**config.mk**
```make
export PLATFORM = sky130hd
export DESIGN_NAME = clock_time_keeper
export DESIGN_NICKNAME = d
export VERILOG_FILES = /design/src/rtl/clock_time_keeper_pkg.sv /design/src/rtl/clock_time_keeper_key_debounce.sv /design/src/rtl/clock_time_keeper.sv
export SDC_FILE = /design/constraint.sdc
export NUM_CORES = 1
export LEC_CHECK = 0
export CAP_MARGIN = 20
export CELL_PAD_IN_SITES_DETAIL_PLACEMENT = 1
export CELL_PAD_IN_SITES_GLOBAL_PLACEMENT = 2
export CORE_AREA = 2 2 126 128
export CTS_BUF_LIST = sky130_fd_sc_hd__clkbuf_2 sky130_fd_sc_hd__clkbuf_4 sky130_fd_sc_hd__clkbuf_8
export CTS_CLUSTER_SIZE = 16
export DETAILED_ROUTE_END_ITERATION = 10
export DIE_AREA = 0 0 128 130
export MAX_ROUTING_LAYER = met4
export PLACE_DENSITY = 0.9
export SYNTH_ARGS = -nofsm -noshare
export SYNTH_HDL_FRONTEND = slang
export SYNTH_SLANG_ARGS = --single-unit
```
**constraint.sdc**
```tcl
create_clock -name Clk -period 2.25 [get_ports Clk]
set_input_delay 0.45 -clock Clk [delete_from_list [all_inputs] [get_ports Clk]]
set_output_delay 0.45 -clock Clk [all_outputs]
set_load 0.01 [all_outputs]
```
**src/rtl/clock_time_keeper_pkg.sv**
```systemverilog
// Shared encodings, default timing constants and the BCD increment helper
// used by the clock time keeper and its key debouncers.
package clock_time_keeper_pkg;

  typedef enum logic [1:0] {
    MODE_RUN      = 2'd0,
    MODE_SET_HOUR = 2'd1,
    MODE_SET_MIN  = 2'd2
  } mode_e;

  localparam logic [3:0] DIGIT_DASH   = 4'hA;
  localparam int         CLK_HZ_DEF   = 50_000_000;
  localparam int         DEB_CNT_DEF  = 999_999;
  localparam logic [7:0] BCD_HOUR_MAX = 8'h23;
  localparam logic [7:0] BCD_MS_MAX   = 8'h59;

  // Two-digit packed BCD increment that wraps to 00 after lim.
  function automatic logic [7:0] bcd_inc(input logic [7:0] v, input logic [7:0] lim);
    if (v == lim)             return 8'h00;
    else if (v[3:0] == 4'd9)  return {v[7:4] + 4'd1, 4'd0};
    else                      return {v[7:4], v[3:0] + 4'd1};
  endfunction

endpackage

```
**src/rtl/clock_time_keeper_key_debounce.sv**
```systemverilog
// Raw active-low key -> synchronised, debounced level -> one-cycle press pulse.
module key_debounce #(
  parameter int DEB_CNT = 999_999
) (
  input  logic Clk,
  input  logic Reset,
  input  logic Key_In,
  output logic Key_Press
);

  localparam int CW = $clog2(DEB_CNT + 1);

  logic          r_sync0, r_sync1;
  logic          r_deb, r_armed, r_press;
  logic [CW-1:0] r_cnt;

  always_ff @(posedge Clk) begin
    r_sync0 <= Key_In;
    r_sync1 <= r_sync0;
  end

  // r_armed stays low until the key is seen released, so a key held
  // through reset cannot produce a press.
  always_ff @(posedge Clk) begin
    if (Reset) begin
      r_deb   <= 1'b1;
      r_cnt   <= '0;
      r_armed <= 1'b0;
      r_press <= 1'b0;
    end else begin
      r_press <= 1'b0;
      if (r_sync1) r_armed <= 1'b1;
      if (r_sync1 != r_deb) begin
        if (r_cnt == CW'(DEB_CNT)) begin
          r_deb   <= r_sync1;
          r_cnt   <= '0;
          r_press <= r_armed & ~r_sync1;
        end else begin
          r_cnt <= r_cnt + 1'b1;
        end
      end else begin
        r_cnt <= '0;
      end
    end
  end

  assign Key_Press = r_press;

endmodule

```
**src/rtl/clock_time_keeper.sv**
```systemverilog
// HH:MM:SS BCD time base with run/set-hour/set-minute modes and a
// registered 8-nibble display word for the hex8 scanner.
module clock_time_keeper
  import clock_time_keeper_pkg::*;
#(
  parameter int CLK_HZ  = CLK_HZ_DEF,
  parameter int DEB_CNT = DEB_CNT_DEF
) (
  input  logic        Clk,
  input  logic        Reset,
  input  logic        Key_Mode,
  input  logic        Key_Up,
  output logic [31:0] Disp_Data,
  output logic [1:0]  Mode,
  output logic        Sec_Tick
);

  localparam int PW = $clog2(CLK_HZ);

  mode_e         r_state, w_state_nxt;
  logic [PW-1:0] r_pre;
  logic          r_tick;
  logic [7:0]    r_hr, r_min, r_sec;
  logic [31:0]   r_disp;
  logic          w_mode_p, w_up_p, w_up_ev, w_run;

  key_debounce #(.DEB_CNT(DEB_CNT)) u_deb_mode (
    .Clk(Clk), .Reset(Reset), .Key_In(Key_Mode), .Key_Press(w_mode_p)
  );
  key_debounce #(.DEB_CNT(DEB_CNT)) u_deb_up (
    .Clk(Clk), .Reset(Reset), .Key_In(Key_Up), .Key_Press(w_up_p)
  );

  always_comb begin
    w_state_nxt = r_state;
    if (w_mode_p) begin
      case (r_state)
        MODE_RUN:      w_state_nxt = MODE_SET_HOUR;
        MODE_SET_HOUR: w_state_nxt = MODE_SET_MIN;
        default:       w_state_nxt = MODE_RUN;
      endcase
    end
  end

  // Mode press wins over a coincident up press.
  assign w_up_ev = w_up_p & ~w_mode_p;
  assign w_run   = (r_state == MODE_RUN) && (w_state_nxt == MODE_RUN);

  always_ff @(posedge Clk) begin
    if (Reset) r_state <= MODE_RUN;
    else       r_state <= w_state_nxt;
  end

  // Prescaler only runs while staying in RUN, so re-entry gives a full second.
  always_ff @(posedge Clk) begin
    if (Reset || !w_run) begin
      r_pre  <= '0;
      r_tick <= 1'b0;
    end else if (r_pre == PW'(CLK_HZ - 1)) begin
      r_pre  <= '0;
      r_tick <= 1'b1;
    end else begin
      r_pre  <= r_pre + 1'b1;
      r_tick <= 1'b0;
    end
  end

  always_ff @(posedge Clk) begin
    if (Reset) begin
      r_hr  <= 8'h00;
      r_min <= 8'h00;
      r_sec <= 8'h00;
    end else begin
      case (r_state)
        MODE_RUN: if (r_tick) begin
          r_sec <= bcd_inc(r_sec, BCD_MS_MAX);
          if (r_sec == BCD_MS_MAX) begin
            r_min <= bcd_inc(r_min, BCD_MS_MAX);
            if (r_min == BCD_MS_MAX) r_hr <= bcd_inc(r_hr, BCD_HOUR_MAX);
          end
        end
        MODE_SET_HOUR: if (w_up_ev) r_hr <= bcd_inc(r_hr, BCD_HOUR_MAX);
        default: begin
          if (w_up_ev)  r_min <= bcd_inc(r_min, BCD_MS_MAX);
          if (w_mode_p) r_sec <= 8'h00;
        end
      endcase
    end
  end

  always_ff @(posedge Clk) begin
    if (Reset) r_disp <= {8'h00, DIGIT_DASH, 8'h00, DIGIT_DASH, 8'h00};
    else       r_disp <= {r_hr, DIGIT_DASH, r_min, DIGIT_DASH, r_sec};
  end

  assign Disp_Data = r_disp;
  assign Mode      = r_state;
  assign Sec_Tick  = r_tick;

endmodule

```
==> impl_metrics.ini, run 1 <==
[synthesis]
avgSynthCellArea_sq_um = 9.01
ys_warn_count = 0
synth_edf_count = 0
syn-instance-count = 629
synth_top_area_share_pct = 44.9
yosys-top-cells-area = dfxtp_1 (45%), nor2_1 (3.6%), nand3_1 (3.4%), ha_1 (3.3%), xnor2_1 (2.9%)
synth.cell_area_sq_um = 5660
yosys.cell_count.top_type = dfxtp_1
synth_top_cell_by_area = dfxtp_1
yosysUniqueCellTypes = 61
async_flop_share_pct = 0
ys_seq_area_share_pct = 44.9
synth_seq_cells = 127
synthFlopType = dfxtp_1
yosys-top-cells-count = dfxtp_1 (127), nor2_1 (55), nand3_1 (39)

[sta]
setup_viol = 0
clock_skew_ns = 0.00765
maxSlewViolCount = 0
rsz0062_at_grt = no
period_needed_ns = 2.07
slew_headroom_pct = 55.6
fin_ws_ns = 0.178
fin_setup_tns_ns = 0
max_freq_mhz = 483
worstMarginPinSlew_ns = 0.659
finalCritPeriodShare_pct = 92.1
hold_viol = 0

[critical_path]
crit_buf_inv = 1
cp-end-kind = primary output
cp-startpoint = Mode[0]
reg2reg_from = u_deb_up.r_cnt[13]
r2r-end = u_deb_up.r_cnt[18]
cp_data_required_time_ns = 1.80
crit_path_top_delay_cell = clkdlybuf4s50_1
critPathMaxStageDelay_ns = 0.64
endpoint = Mode[0]
worstSetupStartpointType = register
cp_max_fo = 12
critical_path.cell_chain = clkdlybuf4s50_1
critPathKind = reg2out
r2r_setup_slack_ns = 0.24
cp_num_cells = 1
r2r_cells = 5
crit_family = buffers and inverters
critPathArrivalTime_ns = 1.62

[floorplanning]
die_h_um = 130
die_width_um = 128
io_pins = 39
coreArea_sq_um = 15400
start_util_pct = 36.7
die-area_sq_um = 16600
core.rowCount = 46

[worst_hold_path]
hold_class = reg2reg

[global_route]
grt_pass1_wl_um = 22000
antenna_found_initial = 0
grt_start_max_net_pins = 40
first_global_vias = 4685
grt_overflow_total = 0
grtUsageTotal_pct = 16.8

[clock_tree]
cts_hold_buf = 0
clkSinkCount = 127
htreeDepth = 4
cts-buffers-inserted = 17
cts_tree = built
clkSlewWorstSetupHoldPaths_ns = 0.07
cts-root-buf = clkbuf_8
cts_resized = 0
clock_latency_ns = 0.44
clock_path_buffers = 2
postCtsSetupBuffers = 0

[power]
ir_drop_mv = 0.391
p_leak_nw = 2.19
powerDensity_nw_per_um2 = 672

[placement]
place_ws_ns = 0.248
placed_cell_area_sq_um = 6170
dp_hpwl_um = 9020
place_congestion = 0.814
port_buffers = 30

[drt]
wl_um = 12900
wl_per_cell_um = 15.0
via_count = 4692
first_iter_violations = 264
firstDrtPassIters = 4
drc_errors = 0
ant_nets = 0
viasPerCell = 5.44

[finish]
final_area_sq_um = 6590
drive_gt1_share_pct = 9.24
areaGrowthSynthToFinish_pct = 16.3
nets = 677
final_util_pct = 42.7
n_antenna_cell = 0

[run]
max-cap-violations = 0

[run_status]
status = complete, no violations
[sequential cells by signal, indices dropped and copies added, names as in the netlist, 2 cells and up]
register / flops
r_min: 8
r_pre: 26
u_deb_up.r_cnt: 20
Mode: 2
Disp_Data: 24
r_hr: 8
r_sec: 8
u_deb_mode.r_cnt: 20
[cells by family after synthesis]
kind of cell | Yosys count | synth area share [%]
AOI/OAI and AO/OA | 98 | 11.1
DFF | 127 | 44.9
buffers and inverters | 59 | 4.86
adders and majority gates | 15 | 3.31
xor gates and xnor gates | 37 | 5.72
other | 2 | 0.133
muxes | 7 | 1.35
and+or+nand+nor | 284 | 28.7
[worst min-delay path by stage]
stage | start | to | slack (ns) | depth (start not counted)
2_1_floorplan | u_deb_mode.r_sync0 | u_deb_mode.r_sync1 | 0.31 | 0
3_3_place_gp | u_deb_up.r_sync0 | u_deb_up.r_sync1 | 0.31 | 0
3_5_place_dp | u_deb_up.r_sync0 | u_deb_up.r_sync1 | 0.32 | 0
4_1_cts | u_deb_up.r_sync0 | u_deb_up.r_sync1 | 0.34 | 0
5_1_grt | u_deb_up.r_sync0 | u_deb_up.r_sync1 | 0.36 | 0
6_report | u_deb_up.r_sync0 | u_deb_up.r_sync1 | 0.33 | 0
[where the power goes]
| part | leakage, nW | internal, mW | switching, mW |
|---|---|---|---|
| clock | 0.212 | 1.17 | 0.890 |
| sequential | 1.03 | 2.26 | 0.0134 |
| combinational | 0.947 | 0.0302 | 0.0578 |
| total | 2.19 | 3.46 | 0.962 |
[through the flow]
step	total power, mW	hold slack [ns]	instances
final	4.42	0.331	863
after global routing	4.60	0.356	863
after CTS	4.49	0.335	863
after detailed placement	2.42	0.322	831
after global placement	2.41	0.314	831
after floorplan	2.39	0.310	635
[layer usage]
metal / wire length [um] / vias to the layer above / track usage, %
li1: - / 2330 / -
met3: 280 / 21 / 3.61
met2: 6320 / 57 / 27.7
met1: 6090 / 2284 / 20.0
met5: 0 / - / -
met4: 237 / 0 / 7.05
[layout by cell type (no fill, tap or decap), types with 19 or more instances in the layout]
cell type and count:
or4_1 21, clkbuf_8 19, clkdlybuf4s50_1 29, inv_1 20, nand2_1 30, nor3_1 20
o21ai_0 22, xnor2_1 19, a21oi_1 27, nand3_1 39, nor4_1 19, dfxtp_1 127
nor2_1 55
[area by class of cell]
| type | count | area, sq um |
|---|---|---|
| Tap cell | 192 | 240 |
| Clock inverter | 11 | 139 |
| Multi-Input combinational cell | 449 | 2870 |
| Fill cell | 1777 | 8840 |
| Sequential cell | 127 | 2540 |
| Timing Repair Buffer | 43 | 443 |
| Inverter | 20 | 75.1 |
| Clock buffer | 21 | 277 |
(Power assumes the default switching activity.)
==> inputs of run 2 (changes only) <==
--- a/config.mk
+++ b/config.mk
@@ -8,11 +8,11 @@
 export CAP_MARGIN = 20
 export CELL_PAD_IN_SITES_DETAIL_PLACEMENT = 1
 export CELL_PAD_IN_SITES_GLOBAL_PLACEMENT = 2
-export CORE_AREA = 2 2 126 128
+export CORE_AREA = 4 4 128 130
 export CTS_BUF_LIST = sky130_fd_sc_hd__clkbuf_2 sky130_fd_sc_hd__clkbuf_4 sky130_fd_sc_hd__clkbuf_8
 export CTS_CLUSTER_SIZE = 16
 export DETAILED_ROUTE_END_ITERATION = 10
-export DIE_AREA = 0 0 128 130
+export DIE_AREA = 0 0 132 134
 export MAX_ROUTING_LAYER = met4
 export PLACE_DENSITY = 0.9
 export SYNTH_ARGS = -nofsm -noshare
==> impl_metrics.ini, run 2 (synthesis results as in run 1) <==
[finish]
largest_reg_flops = 26
drive_gt1_share_pct = 9.79
nets = 682
final_common_cell = dfxtp_1
final_cell_mix = dfxtp_1 (127), nor2_1 (55), nand3_1 (39)
nFillCells = 1749
final_area_sq_um = 6560
regMostFlops = r_pre
n_antenna_cell = 0
areaGrowthSynthToFinish_pct = 15.7

[run_status]
status = complete, no violations

[clock_tree]
cts-root-buf = clkbuf_8
htreeDepth = 4
clock_path_buffers = 2
cts_hold_buf = 0
clkSlewWorstSetupHoldPaths_ns = 0.07
clkSinkCount = 127
cts_tree = built
clock_latency_ns = 0.44
cts-buffers-inserted = 17

[global_route]
first_global_vias = 4925
grt_pass1_wl_um = 23700
grt_overflow_total = 0
grtUsageTotal_pct = 16.6
grt_start_max_net_pins = 28
antenna_found_initial = 0

[critical_path]
r2r_cells = 6
cp-startpoint = r_sec[0]
worstSetupStartpointType = register
cp_data_required_time_ns = 2.58
cp_max_fo = 16
cp-end-kind = register
r2r_setup_slack_ns = 0.17
critPathKind = reg2reg
reg2reg_from = r_sec[0]
r2r-end = r_hr[7]
critPathArrivalTime_ns = 2.41

[worst_hold_path]
whs_path_depth = 0
hp-start = u_deb_up.r_sync0
min_delay_worst_endpoint = u_deb_up.r_sync1
hold_class = reg2reg

[drt]
firstDrtPassIters = 5
ant_nets = 0
via_count = 4771
viasPerCell = 5.53
drc_errors = 0
first_iter_violations = 270
wl_per_cell_um = 15.8
wl_um = 13600

[sta]
clock_skew_ns = 0.00846
whs_ns = 0.321
hold_viol = 0
maxSlewViolCount = 0
period_needed_ns = 2.08
rsz0062_at_grt = no
fin_ws_ns = 0.170
fin_setup_tns_ns = 0
max_freq_mhz = 481
slew_headroom_pct = 54.4
finalCritPeriodShare_pct = 92.4
worstMarginPinSlew_ns = 0.678
setup_viol = 0

[floorplanning]
start_util_pct = 37.4
die_h_um = 134
io_pins = 39
core.rowCount = 45
die-area_sq_um = 17700
die_width_um = 132
coreArea_sq_um = 15100

[power]
internal_power_mw = 3.32
powerDensity_nw_per_um2 = 643
share_seq_of_total_power_pct = 54.0
p_leak_nw = 2.18
combPwrFrac_pct = 2.0
p_sw_share_pct = 21.4
power_switching_uw = 901
ir_drop_mv = 0.374
p_clk_share_pct = 44.0

[placement]
port_buffers = 30
place_ws_ns = 0.186
placed_cell_area_sq_um = 6150
place_congestion = 0.828
dp_hpwl_um = 9590

[run]
max-cap-violations = 0
## run 2: cell count changes in the layout (fill, tap and decap cells not counted)
| cell | delta |
|---|---|
| clkbuf_4 | +2 |
| clkinv_2 | -3 |
| clkinvlp_4 | -1 |
| buf_12 | -2 |
| a21oi_2 | +1 |
| clkbuf_8 | +2 |
| bufinv_16 | -2 |
| a21oi_1 | -1 |
| buf_4 | +7 |
## run 2: area by class of cell
| type | instances | area, sq um | area share [%] |
|---|---|---|---|
| Clock inverter | 5 | 56.3 | 0.859 |
| Multi-Input combinational cell | 449 | 2870 | 43.8 |
| Tap cell | 188 | 235 | 3.59 |
| Timing Repair Buffer | 48 | 455 | 6.95 |
| Clock buffer | 25 | 319 | 4.87 |
| Inverter | 20 | 75.1 | 1.15 |
| Sequential cell | 127 | 2540 | 38.8 |
## run 2: how the worst max path moves through the flow
| stage | to | slack (ns) | cells after the start |
|---|---|---|---|
| after floorplan | r_min[0] | 0.35 | 8 |
| after global routing | r_hr[6] | 0.02 | 6 |
| after global placement | r_hr[6] | 0.25 | 6 |
| final | r_hr[7] | 0.17 | 6 |
| after detailed placement | r_hr[7] | 0.19 | 6 |
| after CTS | Mode[1] | 0.15 | 1 |
## run 2: repair_timing
action / in CTS / in global routing
endpoints found under the setup margin: 0 / 2
buffers inserted: 0 / 3
resized for setup: 0 / 1
## run 2: power groups by stage
stage / Clock [mW] / Sequential [mW] / Combinational [mW]
after global routing: 2.04 / 2.28 / 0.0960
final: 1.86 / 2.28 / 0.0853
after detailed placement: 0 / 2.33 / 0.0857
after CTS: 1.92 / 2.28 / 0.0861
after global placement: 0 / 2.32 / 0.0825
after floorplan: 0 / 2.32 / 0.0705
## run 2: through the flow
step / utilization, % / instances / power [mW]
6_report: 43.3 / 862 / 4.22
5_1_grt: 43.3 / 862 / 4.41
4_1_cts: 43.1 / 859 / 4.28
3_5_place_dp: 40.6 / 829 / 2.41
3_3_place_gp: 40.6 / 829 / 2.41
2_1_floorplan: - / 635 / 2.39
## run 2: routing by layer
layer / wire, um / GRT usage, %
met5: 0 / -
met4: 239 / 6.07
met3: 373 / 4.46
met2: 6820 / 27.7
met1: 6170 / 19.4
## run 2: critical path, cell delays in order (launching register included)
cell     delay, ns
dfxtp_1       0.43
ha_1          0.17
and3b_1       0.32
a21oi_1       0.11
buf_4         0.21
nor4_1        0.34
mux2_2        0.37
==> RTL edit 1 (flow settings as in run 1) <==
`CLK_HZ_DEF`: 50_000_000 -> 25_000_000.
--- a/src/rtl/clock_time_keeper_pkg.sv
+++ b/src/rtl/clock_time_keeper_pkg.sv
@@ -9,7 +9,7 @@
   } mode_e;
 
   localparam logic [3:0] DIGIT_DASH   = 4'hA;
-  localparam int         CLK_HZ_DEF   = 50_000_000;
+  localparam int         CLK_HZ_DEF   = 25_000_000;
   localparam int         DEB_CNT_DEF  = 999_999;
   localparam logic [7:0] BCD_HOUR_MAX = 8'h23;
   localparam logic [7:0] BCD_MS_MAX   = 8'h59;
Check against the original RTL: no difference found for any inputs over 10 cycles, from zero or initial values and one cycle with Reset high; that may be too few to reach the edited logic, so the function may still have changed.
==> RTL edit 1 against run 1 <==
Sequential share of layout area increased by 2.5 points. Total power decreased by 3.9%. Wire length decreased by 15%. Sequential cell count decreased by 1. Worst setup slack improved by 0.041 ns. Design area decreased by 6.8%. Synthesized area decreased by 7.2%. Critical path depth increased by 6. Critical endpoint is now r_hr[4]$_SDFFE_PP0P_. Largest cell class unchanged.
==> RTL edit 1: results (changes against run 1) <==
Status - finished, final reports clean (unchanged)
Largest net degree at the start of global routing - 26 (was 40)
Unique masters post-synth - 52 (was 61)
Clock skew - 0.01237 ns (was 0.007651 ns)
R2r worst-path depth - 7 (was 5)
CLK BUF - 23 (was 21)
DRT iter0 DRCs - 155 (was 264)
Storage cell area - 2522 um^2 (was 2542 um^2)
Rel. slew slack - 0.5054 (was 0.5563)
#MultiIn Comb - 412 (was 449)
Max Fanout on Critical Path - 11 (was 12)
Hold crit path type - flop to flop (unchanged)
Non-clk bufs - 38 (was 43)
Drt total wl - 11000 um (was 12930 um)
Non-clk buf share - 0.05792 (was 0.06726)
Vias in the first global route - 4253 (was 4685)
FILL cells - 1769 (was 1777)
Critical path origin - r_sec[0]$_SDFFE_PP0P_ (was Mode[0]$_SDFF_PP0_)
Lkg Pwr - 2.295 nW (was 2.185 nW)
Clock network area share - 0.06425 (was 0.06308)
Area contributors post-synth - dfxtp_1, nor2_1, xor2_1 (was dfxtp_1, nor2_1, nand3_1)
Arrival @ worst endpoint - 2.38 ns (was 1.62 ns)
Dpl hpwl - 7874 um (was 9016 um)
Register area share after synthesis - 0.4801 (was 0.4489)
Max FFs per register - 25 (was 26)
CP max stage delay - 0.44 ns (was 0.64 ns)
Reg with most FFs - r_pre (unchanged)
Peak VDD IR - 0.3827 mV (was 0.3908 mV)
Inverters - 18 (was 20)
Clock buffer count from CTS - 17 (unchanged)
Slowest stage cell, crit path - dfxtp_1 (was clkdlybuf4s50_1)
Multi-input combinational area share - 0.4165 (was 0.4357)
GR Util All Layers - 0.1465 (was 0.1681)
CP endpoint - r_hr[4]$_SDFFE_PP0P_ (was Mode[0])
First-pass GRT wire length - 19030 um (was 21980 um)
Clock sinks - 126 (was 127)
Share of layout cells above drive strength 1 - 0.08626 (was 0.09240)
R2r setup slk - 0.22 ns (was 0.24 ns)
Crit-path leading delay family - simple AND/OR/NAND/NOR gates (was buffers and inverters)
Nets - 632 (was 677)
Routed vias/inst - 4.872 (was 5.437)
Synth cell count leaders - dfxtp_1, nor2_1, xor2_1, nand3_1, nand2_1 (was dfxtp_1, nor2_1, nand3_1, nand2_1, a21oi_1)
Placer Congestion - 0.7988 (was 0.8144)
H-tree Lvls - 4 (unchanged)
-- RTL edit 1: cell count changes after synthesis, sizes merged, moves of 12 or more --
cell | run 1 | this run
nor2 | 55 | 103
xor2 | 18 | 39
or4 | 21 | 3
o31ai | 16 | 1
a211oi | 14 | 0
clkbuf | 15 | 3
-- RTL edit 1: worst register-to-register path, stage by stage, from the launching register on --
cell,delay [ns]
dfxtp_1,0.44
ha_1,0.18
nand3b_1,0.19
o21ai_2,0.30
nand3b_1,0.15
buf_4,0.20
or4_1,0.40
o31ai_1,0.09
-- RTL edit 1: kinds of logic after synthesis --
group / after synthesis / share of synthesized area
AND/OR/NAND/NOR: 281 / 0.2848
flip-flops: 126 / 0.4801
XOR/XNOR: 60 / 0.1000
AO/OA/AOI/OAI: 42 / 0.04787
buffers and inverters: 40 / 0.03786
adder cells (fa/ha/maj): 15 / 0.03572
multiplexers: 6 / 0.01215
other: 2 / 0.001429
-- RTL edit 1: power breakdown --
part,internal (mW),switching (mW)
clock network,1.03,0.889
logic,0.0219,0.0551
registers,2.24,0.0142
total,3.29,0.959
-- RTL edit 1: through the flow --
| stage | std cells | utilization | worst slack (ns) | area, um^2 |
|---|---|---|---|---|
| final | 818 | 0.3977 | 0.2187 | 6135 |
| after global routing | 818 | 0.3977 | 0.1301 | 6135 |
| after CTS | 818 | 0.3977 | 0.2468 | 6135 |
| after detailed placement | 786 | 0.3722 | 0.2852 | 5741 |
| after global placement | 786 | 0.3722 | 0.3815 | 5741 |
| after floorplan | 578 | - | 0.5046 | 5276 |
-- RTL edit 1: how the worst min path moves through the flow --
| stage | startpoint | to | slack [ns] | depth (start not counted) |
|---|---|---|---|---|
| after detailed placement | u_deb_mode.r_sync0$_DFF_P_ | u_deb_mode.r_sync1$_DFF_P_ | 0.33 | 0 |
| after global placement | u_deb_mode.r_sync0$_DFF_P_ | u_deb_mode.r_sync1$_DFF_P_ | 0.34 | 0 |
| after global routing | u_deb_mode.r_sync0$_DFF_P_ | u_deb_mode.r_sync1$_DFF_P_ | 0.36 | 0 |
| after floorplan | u_deb_mode.r_sync0$_DFF_P_ | u_deb_mode.r_sync1$_DFF_P_ | 0.31 | 0 |
| after CTS | u_deb_mode.r_sync0$_DFF_P_ | u_deb_mode.r_sync1$_DFF_P_ | 0.35 | 0 |
| final | u_deb_mode.r_sync0$_DFF_P_ | u_deb_mode.r_sync1$_DFF_P_ | 0.34 | 0 |
-- RTL edit 1: per-layer routing --
layer,part of all wire,track usage
met1,0.44,0.1527
met2,0.52,0.2633
met3,0.028,0.04592
met4,0.012,0.04913
met5,0,-
==> RTL edit 2 (flow settings as in run 1) <==
Without the edit above. The output `Disp_Data` loses its register stage (`r_disp` becomes a continuous assignment).
--- a/src/rtl/clock_time_keeper.sv
+++ b/src/rtl/clock_time_keeper.sv
@@ -88,10 +88,7 @@
     end
   end
 
-  always_ff @(posedge Clk) begin
-    if (Reset) r_disp <= {8'h00, DIGIT_DASH, 8'h00, DIGIT_DASH, 8'h00};
-    else       r_disp <= {r_hr, DIGIT_DASH, r_min, DIGIT_DASH, r_sec};
-  end
+  assign r_disp = {r_hr, DIGIT_DASH, r_min, DIGIT_DASH, r_sec};
 
   assign Disp_Data = r_disp;
   assign Mode      = r_state;
Check against the original RTL: no difference found for any inputs over 10 cycles, from zero or initial values and one cycle with Reset high; that may be too few to reach the edited logic, so the function may still have changed.
==> RTL edit 2 against run 1 <==
Total power fell by 27%. Wire length fell by 8.6%. Cell count fell by 10%. Core utilization fell by 6.6 points. Worst setup slack improved by 0.0084 ns. Critical endpoint is now u_deb_mode.r_cnt[19]$_SDFF_PP0_. Design area fell by 15%. Sequential cell count fell by 24. Largest power group unchanged. Synthesized area fell by 14%.
==> RTL edit 2: results (changes against run 1) <==
Register area share after synthesis - 0.4247 (was 0.4489)
Dpl hpwl - 8687 um (was 9016 um)
DP Worst Slack - 0.1979 ns (was 0.2479 ns)
Sw Share - 0.2144 (was 0.2174)
Clock network area share - 0.03863 (was 0.06308)
Mux share of post-synthesis cell area - 0.006701 (was 0.01347)
DRT iter0 DRCs - 152 (was 264)
Drt total wl - 11820 um (was 12930 um)
Placer Congestion - 0.8315 (was 0.8144)
Status - finished, final reports clean (unchanged)
Inverters - 17 (was 20)
Share of layout cells above drive strength 1 - 0.05670 (was 0.09240)
Worst Tran Pin Value - 0.5187 ns (was 0.6595 ns)
Non-filler cells, final - 774 (was 863)
R2r setup slk - 0.19 ns (was 0.24 ns)
Storage cell area - 2062 um^2 (was 2542 um^2)
Clock skew - 0.01524 ns (was 0.007651 ns)
FFs & Latches - 103 (was 127)
Comb pwr - 0.0822 mW (was 0.0881 mW)
Sw Pwr - 0.6888 mW (was 0.9616 mW)
Peak VDD IR - 0.3412 mV (was 0.3908 mV)
FILL cells - 1797 (was 1777)
Max Fanout on Critical Path - 20 (was 12)
Post-synthesis compound-gate area fraction - 0.1247 (was 0.1109)
Final hold slack - 0.3432 ns (was 0.3309 ns)
Synth cell count leaders - dfxtp_1, nor2_1, a21oi_1, nand3_1 (was dfxtp_1, nor2_1, nand3_1, nand2_1, a21oi_1)
Non-clk bufs - 41 (was 43)
RR Startpoint - u_deb_mode.r_cnt[9]$_SDFF_PP0_ (was u_deb_up.r_cnt[13]$_SDFF_PP0_)
Clock Latency Late Sink - 0.37 ns (was 0.44 ns)
Seq area share - 0.3701 (was 0.3861)
Post-synthesis xor/xnor area fraction - 0.07758 (was 0.05721)
Layout Utilization - 0.3612 (was 0.4269)
CLK BUF - 11 (was 21)
Synth Area in Adders - 0.03866 (was 0.03313)
-- RTL edit 2: changes by cell type in the layout (fill, tap and decap cells not counted), sizes merged, moves of 7 or more --
cell and change:
and4 +9, a211oi -11, nor4 -18, clkbuf -10, nand4 +8, xor2 +10
nor2b -14, nor3 -12, dfxtp -24, nand3 -7
-- RTL edit 2: routing by layer --
| layer | up-vias | track usage | wire [um] | part of all wire |
|---|---|---|---|---|
| met5 | - | - | 0 | 0 |
| met4 | 0 | 0.05042 | 188 | 0.016 |
| met3 | 9 | 0.02255 | 267 | 0.023 |
| met2 | 56 | 0.2488 | 5762 | 0.49 |
| met1 | 2008 | 0.1879 | 5602 | 0.47 |
| li1 | 2047 | - | - | - |
-- RTL edit 2: worst max-delay path: stages (launching register included) --
cell      delay (ns)
dfxtp_1         0.41
or4bb_1         0.48
or4_1           0.60
o211ai_2        0.23
buf_12          0.18
a21oi_1         0.05
